### config.mk
export PLATFORM = sky130hd
export DESIGN_NAME = moving_average_multichannel
export DESIGN_NICKNAME = d
export VERILOG_FILES = /design/src/rtl/moving_average_multichannel.sv
export SDC_FILE = /design/constraint.sdc
export NUM_CORES = 2
export LEC_CHECK = 0
export CORE_MARGIN = 1
export CORE_UTILIZATION = 57
export CTS_CLUSTER_SIZE = 28
export DETAILED_ROUTE_END_ITERATION = 10
export HOLD_SLACK_MARGIN = 0.15
export PLACE_DENSITY = 0.72
export SETUP_SLACK_MARGIN = 0.3
export SYNTH_ARGS = -nofsm -noshare
export SYNTH_HDL_FRONTEND = slang
export SYNTH_SLANG_ARGS = --single-unit
### constraint.sdc
create_clock -name clk -period 8.25 [get_ports clk]
set_input_delay 1.2375 -clock clk [delete_from_list [all_inputs] [get_ports clk]]
set_output_delay 1.2375 -clock clk [all_outputs]
set_load 0.01 [all_outputs]
### src/rtl/moving_average_multichannel.sv
// Multi-channel moving-average filter: one ring buffer + running sum per channel,
// runtime power-of-two window, round-half-up output with one cycle of latency.

module moving_average_channel #(
    parameter int DataWidth   = 16,
    parameter int MaxExponent = 4,
    parameter int ExpWidth    = 3,
    parameter int AccWidth    = DataWidth + MaxExponent
) (
    input  logic                        clk,
    input  logic                        reset_n,
    input  logic                        clr,
    input  logic                        wr,
    input  logic [ExpWidth-1:0]         k,
    input  logic signed [DataWidth-1:0] sample,
    output logic signed [AccWidth-1:0]  acc_next,
    output logic                        primed_next
);
    localparam int Depth   = 1 << MaxExponent;
    localparam int FcWidth = MaxExponent + 1;

    logic signed [DataWidth-1:0] ring [Depth];
    logic signed [AccWidth-1:0]  acc;
    logic [MaxExponent-1:0]      wp, rp;
    logic [FcWidth-1:0]          fc, fc_inc, n;
    logic                        full;
    logic signed [DataWidth-1:0] old;

    // The ring is never cleared: fc gates which entries may leave the sum.
    always_comb begin
        n           = FcWidth'(1) << k;
        full        = (fc == n);
        rp          = wp - n[MaxExponent-1:0];
        old         = full ? ring[rp] : '0;
        acc_next    = acc - {{MaxExponent{old[DataWidth-1]}}, old}
                          + {{MaxExponent{sample[DataWidth-1]}}, sample};
        fc_inc      = fc + FcWidth'(1);
        primed_next = (fc_inc >= n);
    end

    always_ff @(posedge clk) begin
        if (!reset_n || clr) begin
            acc <= '0;
            wp  <= '0;
            fc  <= '0;
        end else if (wr) begin
            acc <= acc_next;
            wp  <= wp + MaxExponent'(1);
            fc  <= full ? fc : fc_inc;
        end
    end

    always_ff @(posedge clk) begin
        if (wr)
            ring[wp] <= sample;
    end
endmodule

module moving_average_multichannel #(
    parameter int DataWidth   = 16,
    parameter int MaxExponent = 4,
    parameter int Channels    = 4,
    localparam int ChanWidth  = (Channels > 1) ? $clog2(Channels) : 1,
    localparam int ExpWidth   = $clog2(MaxExponent + 1),
    localparam int AccWidth   = DataWidth + MaxExponent
) (
    input  logic                        clk,
    input  logic                        reset_n,
    input  logic                        in_valid,
    input  logic [ChanWidth-1:0]        in_channel,
    input  logic signed [DataWidth-1:0] in_data,
    input  logic [ExpWidth-1:0]         window_exp,
    input  logic                        flush,
    output logic                        out_valid,
    output logic [ChanWidth-1:0]        out_channel,
    output logic signed [DataWidth-1:0] out_data,
    output logic                        out_primed
);
    localparam logic [ChanWidth:0] NumChan = (ChanWidth + 1)'(Channels);

    logic [ExpWidth-1:0] k_in, k_q;
    logic                flush_all, chan_ok, accept;

    logic [Channels-1:0][AccWidth-1:0] acc_next_all;
    logic [Channels-1:0]               primed_all;
    logic signed [AccWidth-1:0]        acc_sel;
    logic                              primed_sel;
    logic signed [AccWidth:0]          rnd, sum_r, avg;

    always_comb begin
        k_in      = (window_exp > ExpWidth'(MaxExponent)) ? ExpWidth'(MaxExponent) : window_exp;
        flush_all = flush || (k_in != k_q);
        chan_ok   = ({1'b0, in_channel} < NumChan);
        accept    = reset_n && in_valid && chan_ok && !flush_all;
    end

    always_ff @(posedge clk) begin
        if (!reset_n)
            k_q <= k_in;
        else if (k_in != k_q)
            k_q <= k_in;
    end

    for (genvar c = 0; c < Channels; c++) begin : g_chan
        moving_average_channel #(
            .DataWidth  (DataWidth),
            .MaxExponent(MaxExponent),
            .ExpWidth   (ExpWidth),
            .AccWidth   (AccWidth)
        ) u_chan (
            .clk        (clk),
            .reset_n    (reset_n),
            .clr        (flush_all),
            .wr         (accept && (in_channel == ChanWidth'(c))),
            .k          (k_q),
            .sample     (in_data),
            .acc_next   (acc_next_all[c]),
            .primed_next(primed_all[c])
        );
    end

    // The sum plus the rounding term always fits; one guard bit keeps it obvious.
    always_comb begin
        acc_sel    = '0;
        primed_sel = 1'b0;
        for (int c = 0; c < Channels; c++) begin
            if (in_channel == ChanWidth'(c)) begin
                acc_sel    = acc_next_all[c];
                primed_sel = primed_all[c];
            end
        end
        rnd   = (k_q == '0) ? '0 : ((AccWidth + 1)'(1) << (k_q - ExpWidth'(1)));
        sum_r = {acc_sel[AccWidth-1], acc_sel} + rnd;
        avg   = sum_r >>> k_q;
    end

    always_ff @(posedge clk) begin
        if (!reset_n) begin
            out_valid   <= 1'b0;
            out_channel <= '0;
            out_data    <= '0;
            out_primed  <= 1'b0;
        end else begin
            out_valid <= accept;
            if (accept) begin
                out_channel <= in_channel;
                out_data    <= avg[DataWidth-1:0];
                out_primed  <= primed_sel;
            end
        end
    end
endmodule

======== Yosys cells after proc, flatten, opt, wreduce, memory -nomap -nowiden ========
Memories as Yosys holds them, arrays and structs flattened.
Index checks and enable logic that the tools add are counted.
cells by class
  reductions and logical operators ........ 16
  equality and inequality tests ........... 9
  bitwise operators ....................... 4
  divide/modulo/power cells ............... 0
  mux-type cells .......................... 24
  order comparisons ....................... 5
  shift-type cells ........................ 3
  $add $sub $neg .......................... 22
  multiply operators ...................... 0
operators with widths
  operator                                               count
  adder 20 bit                                           4
  two-way mux 20 bit                                     4
  subtractor 20 bit                                      4
  two-way mux 16 bit                                     4
  adder 21 bit                                           1
  two-way mux 21 bit                                     1
  << shifter 1 x 3 -> 21 bit (first input constant)      1
  >>> shifter 21 x 3 -> 16 bit                           1
  adder 5 x 1 -> 5 bit (second input constant)           4
  == test 5 bit                                          4
  >= comparator 5 bit                                    4
  adder 4 x 1 -> 4 bit (second input constant)           4
  subtractor 4 bit                                       4
  two-way mux 1 bit                                      12
  two-way mux 3 bit                                      3
  AND reduction 2 bit                                    4
  logical AND 1 bit                                      6
  << shifter 1 x 3 -> 5 bit (first input constant)       1
  == test 2 bit (second input constant)                  2
  NOT 1 bit                                              4
  greater-than comparator 3 bit (second input constant)  1
  logical NOT 3 bit                                      1
  != test 3 bit                                          1
  subtractor 3 x 1 -> 3 bit (second input constant)      1
  other kinds (5)                                        7
word-level totals
  register bits ........................... 139
  ROM bits ................................ 0
  bits in writable memories ............... 1024
  input port bits ......................... 25
  latch bits .............................. 0
  output and inout port bits .............. 20
  memories kept ........................... 4
memory list
  memory                 words  bits a word  rd ports  clocked after Yosys merged registers in  write ports  line  text
  g_chan[0].u_chan.ring  16     16           1         0                                        1            22    logic signed [DataWidth-1:0] ring [Depth];
  g_chan[1].u_chan.ring  16     16           1         0                                        1            22
  g_chan[2].u_chan.ring  16     16           1         0                                        1            22
  g_chan[3].u_chan.ring  16     16           1         0                                        1            22

======== Logic depth before layout (Yosys ltp) ========
An unclocked memory read counts as a cell.
  word-level depth ........................ 12
  mapped depth ............................ 37
  depth with buffers taken out ............ 33

======== Modules after synthesis ========
Synthesis repeated with hierarchy kept, for this count alone.
unflattened totals
  cell total of the unflattened synthesis .. 4587
  area, all modules ....................... 55374.4 µm²
modules (own cells, without submodules)
  module                                          area an instance (µm²)  cells an instance  seq. area each (µm²)  times used
  moving_average_channel at g_chan[2].u_chan ...  13086.3                 1148               8267.9                2
  moving_average_channel at g_chan[0].u_chan      13262.7                 1166               8267.9                1
  moving_average_channel at g_chan[1].u_chan      13101.3                 801                8267.9                1
  moving_average_multichannel                     2837.7                  324                490.5                 1

======== Least setup slack after synthesis ========
Ideal clock, no wire load.
  kind .................................... register to register
  from .................................... register k_q[2]
  to ...................................... register out_data[13]
  library setup time ...................... 74 ps
  cell stages (with the launch flop) ...... 30
  slack ................................... 318 ps
  arrival time ............................ 7858 ps
  required time ........................... 8176 ps
  cells stage by stage .................... edfxtp_1 clkdlybuf4s50_2 inv_1 clkbuf_1 nand3_1 fa_1 buf_1 clkbuf_1 mux4_2 nand2_1 nand3_1 and3_1 fa_1 inv_1 ha_1 a21o_1 a31oi_2 and2_1 xnor2_1 mux4_2 ha_1 o21ai_0 a21oi_1 nand2_2 nor4b_4 nand4_1 xnor2_1 and3_1 or4_1 a31oi_1
between the ends
  word-level cells in the longest chain between the ends .. 12
  elaborated cells between the ends (all ways) .. 39
  those cells by class .................... 14 x add/sub; 5 x eq/ne; 3 x shift; 9 x mux; 4 x reduce/logical; 4 x memory
ends and longest elaborated chain
  item                             line  text
  start: declaration               81    logic [ExpWidth-1:0] k_in, k_q;
  start signal: assignment         99    k_q <= k_in;
  start signal: assignment         101   k_q <= k_in;
  << shifter 1 x 3 -> 5 bit        31    n = FcWidth'(1) << k;
  subtractor 4 bit                 33    rp = wp - n[MaxExponent-1:0];
  memory read (16 x 16 bit)        --
  two-way mux 16 bit               34    old = full ? ring[rp] : '0;
  subtractor 20 bit                35    acc_next = acc - {{MaxExponent{old[DataWidth-1]}}, old}
  adder 20 bit                     36    + {{MaxExponent{sample[DataWidth-1]}}, sample};
  two-way mux 20 bit (4 in a row)  127   if (in_channel == ChanWidth'(c)) begin
  adder 21 bit                     133   sum_r = {acc_sel[AccWidth-1], acc_sel} + rnd;
  >>> shifter 21 x 3 -> 16 bit     134   avg = sum_r >>> k_q;
  end signal: assignment           147   out_data <= avg[DataWidth-1:0];
  end: declaration                 76    output logic signed [DataWidth-1:0] out_data,
Several ways; a longest one is shown, not always the timed one.
A chain may end at the register's enable or synchronous reset.

======== Final worst setup path ========
  from .................................... register k_q[1]
  to ...................................... register out_data[13]
Same word-level chain as after synthesis.

==> metrics.cfg <==
[yosys]
ys.warnings.count = 0
synth_area_leader_cell = edfxtp_1
yosysSeqAreaShare = 0.615
synthTopCellsByArea = edfxtp_1 57%, mux4_2 11%, dfxtp_1 5.0%
synthArstFlopShare = 0
ys_types = 109
synth_top_area_share = 0.566
avgSynthCellArea_um2 = 14.2
synth_edf_count = 1027
postSynthCellCount = 3835
synth_nets = 4077
synth_seq_cells = 1163
netlist_area_um2 = 54500
synth_ff_type = edfxtp_1

[setup_path]
cp_max_fo = 20
cp-startpoint = k_q[1]$_DFFE_PP_
crit_required_ns = 8.90
r2r_slack_ns = 0.57
worstPathArrival_ns = 8.32
slowest_stage = fa_4
path_class = reg2reg
worstSetupEndpointType = flip-flop
reg2reg_from = k_q[1]$_DFFE_PP_
critPathMaxStageDelay_ns = 0.89
critPathLaunchType = flip-flop
timing.rr.end = out_data[13]$_SDFFE_PN0P_
reg2reg_depth = 28
endpoint = out_data[13]$_SDFFE_PN0P_

[sta]
max-slew-margin-rel = 0.230
rsz0062_at_grt = true
finalSetupViolations = 0
maxSlewViolCount = 0
final.setup.tns_ns = 0
tightest_slew_ns = 1.15
finalClockSkew_ns = 0.0291
max_freq_mhz = 130
period_needed_ns = 7.68
fin_crit_sh = 0.930
hold_violations = 0

[grt]
grt_overflow = 0
grt_pass1_wl_mm = 208
grt.total_usage = 0.289
antenna_found_initial = 3
grt_pass1_vias = 32600
grt_max_degree = 66

[flow_run]
drv_cap = 0

[placed_design]
gp_congestion = 0.947
io_buffers = 44
place_hpwl_mm = 89.5

[cts]
clk_pin_slew_worst_paths_ns = 0.07
ctsLongestPathBuffers = 3
clk_latency_ns = 0.72
htreeDepth = 3
cts-root-buf = clkbuf_16
cts_tree = built
clkSinkCount = 1163
cts_made_buffers = 113

[routing]
wl_per_cell_um = 26.0
final_antenna_net_count = 0
drc = 0
drt_pass1_iterations = 5
vias_per_cell = 6.16
num_vias = 32900
drt-total-wl_mm = 139
dr.first_iter.drc_count = 3733

[die]
start_util = 0.575
die_area_um2 = 96900
die_w_um = 311
pin_count = 45
core_area_um2 = 94900
fp.dieH_um = 311
rows = 113

[final_layout]
area_growth_pct = 11.9
drive_gt1_frac = 0.175
fin_nets = 4228

[power]
powerDensity_nw_per_um2 = 252
total_power_w = 0.0154
irDropWorstVdd_uv = 177
p_leak_nw = 21.5

[hold_path]
min_path_type = reg2reg

[run_status]
outcome = complete, no violations

layout by cell type (no fill, tap or decap), drive strengths merged, types with 8 or more instances in the layout:
cell type and instances:
and3 59, o211a 19, bufinv 8, fa 81, a211oi 26, inv 286
clkbuf 145, edfxtp 1027, nand3b 50, buf 189, mux2i 33, and2 18
clkdlybuf4s50 28, nor2b 15, xnor2 78, nand4 19, xor2 56, a21o 34
o21ai 97, clkinv 42, nor2 230, o211ai 26, o31ai 33, nand2b 15
a21oi 134, or3 11, a31oi 15, ha 136, nand2 442, a22oi 13
dfxtp 136, nand3 142, a31o 8, o21a 16, clkinvlp 8, nor3 46
mux4 260
worst max-delay path, delay by kind of cell, from the launching register on:
kind	cells	cell delay, ns
simple gates	8	1.63
compound gates	6	1.40
flops	1	0.40
buf+inv	6	0.87
xor+xnor	2	0.43
fa+ha+maj	4	2.03
mux	2	0.82
layout make-up:
class                      count  area, um^2
fill                        6738       33900
sequential                  1163       33600
multi-input combinational   2213       19400
clock buffer                 145        2990
timing repair buffer         217        1820
tap                         1265        1580
inverter                     278        1040
clock inverter                66         619
antenna                        1        2.50
worst min-delay path by stage:
stage | startpoint | endpoint | depth (start not counted)
after floorplan | g_chan[0].u_chan.acc[3]$_SDFFE_PP0P_ | g_chan[0].u_chan.acc[3]$_SDFFE_PP0P_ | 2
after global placement | g_chan[2].u_chan.acc[14]$_SDFFE_PP0P_ | g_chan[2].u_chan.acc[14]$_SDFFE_PP0P_ | 2
after detailed placement | out_channel[0]$_SDFFE_PN0P_ | out_channel[0]$_SDFFE_PN0P_ | 2
after CTS | out_channel[0]$_SDFFE_PN0P_ | out_channel[0]$_SDFFE_PN0P_ | 2
after global routing | g_chan[0].u_chan.acc[6]$_SDFFE_PP0P_ | g_chan[0].u_chan.acc[6]$_SDFFE_PP0P_ | 2
final | out_channel[0]$_SDFFE_PN0P_ | out_channel[0]$_SDFFE_PN0P_ | 2
through the flow:
| stage | hold slack, ns | utilization | setup WS [ns] | cells | cell area [um^2] |
|---|---|---|---|---|---|
| 6_report | 0.454 | 0.643 | 0.573 | 5348 | 61000 |
| 5_1_grt | 0.477 | 0.643 | 0.280 | 5347 | 61000 |
| 4_1_cts | 0.457 | 0.641 | 0.403 | 5337 | 60800 |
| 3_5_place_dp | 0.449 | 0.603 | 0.417 | 5126 | 57200 |
| 3_3_place_gp | 0.441 | 0.603 | 0.492 | 5126 | 57200 |
| 2_1_floorplan | 0.432 | - | 0.318 | 3835 | 54500 |
per-layer routing:
metal | wire length, um | GRT usage
met1 | 58500 | 0.416
met4 | 4210 | 0.0921
met5 | 20 | 0
met3 | 10900 | 0.0474
met2 | 65400 | 0.454
where the power goes:
group | internal (W) | total (W) | switching, W | leakage (nW)
clock network | 0.00283 | 0.00508 | 0.00226 | 1.73
registers | 0.00640 | 0.00641 | 0.00000476 | 10.3
logic | 0.00147 | 0.00389 | 0.00241 | 9.45
total | 0.0107 | 0.0154 | 0.00468 | 21.5
synth_stat cells, drive strengths merged, types with 16 or more instances:
cell type,instances
a211oi,26
a21o,34
a21oi,134
and2,18
and3,59
buf,49
clkbuf,131
dfxtp,136
edfxtp,1027
fa,81
ha,136
inv,277
mux2i,33
mux4,260
nand2,442
nand3,142
nand3b,50
nand4,19
nor2,230
nor3,46
o211a,19
o211ai,26
o21a,16
o21ai,97
o31ai,33
xnor2,78
xor2,56
kinds of logic after synthesis:
logic type	share of synthesized area
other cells	0.0000688
flops	0.615
mux	0.114
xor+xnor	0.0217
simple gates	0.0925
buf+inv	0.0353
compound gates	0.0600
fa+ha+maj	0.0609
flip-flops by register name (all words and copies together), names as in the netlist:
signal,flops
out_channel,2
g_chan.u_chan.ring,1024
g_chan.u_chan.acc,80
out_data,16
k_q,3
out_primed,1
g_chan.u_chan.fc,20
out_valid,1
g_chan.u_chan.wp,16
timing repair:
item | in CTS | in global routing
buffers inserted | 0 | 10
hold buffers | 0 | 0
gates resized for setup | 0 | 14
setup endpoints to repair | 0 | 11
endpoints found under the hold margin | 0 | 0
No activity file was read; power rests on OpenSTA's default activity.
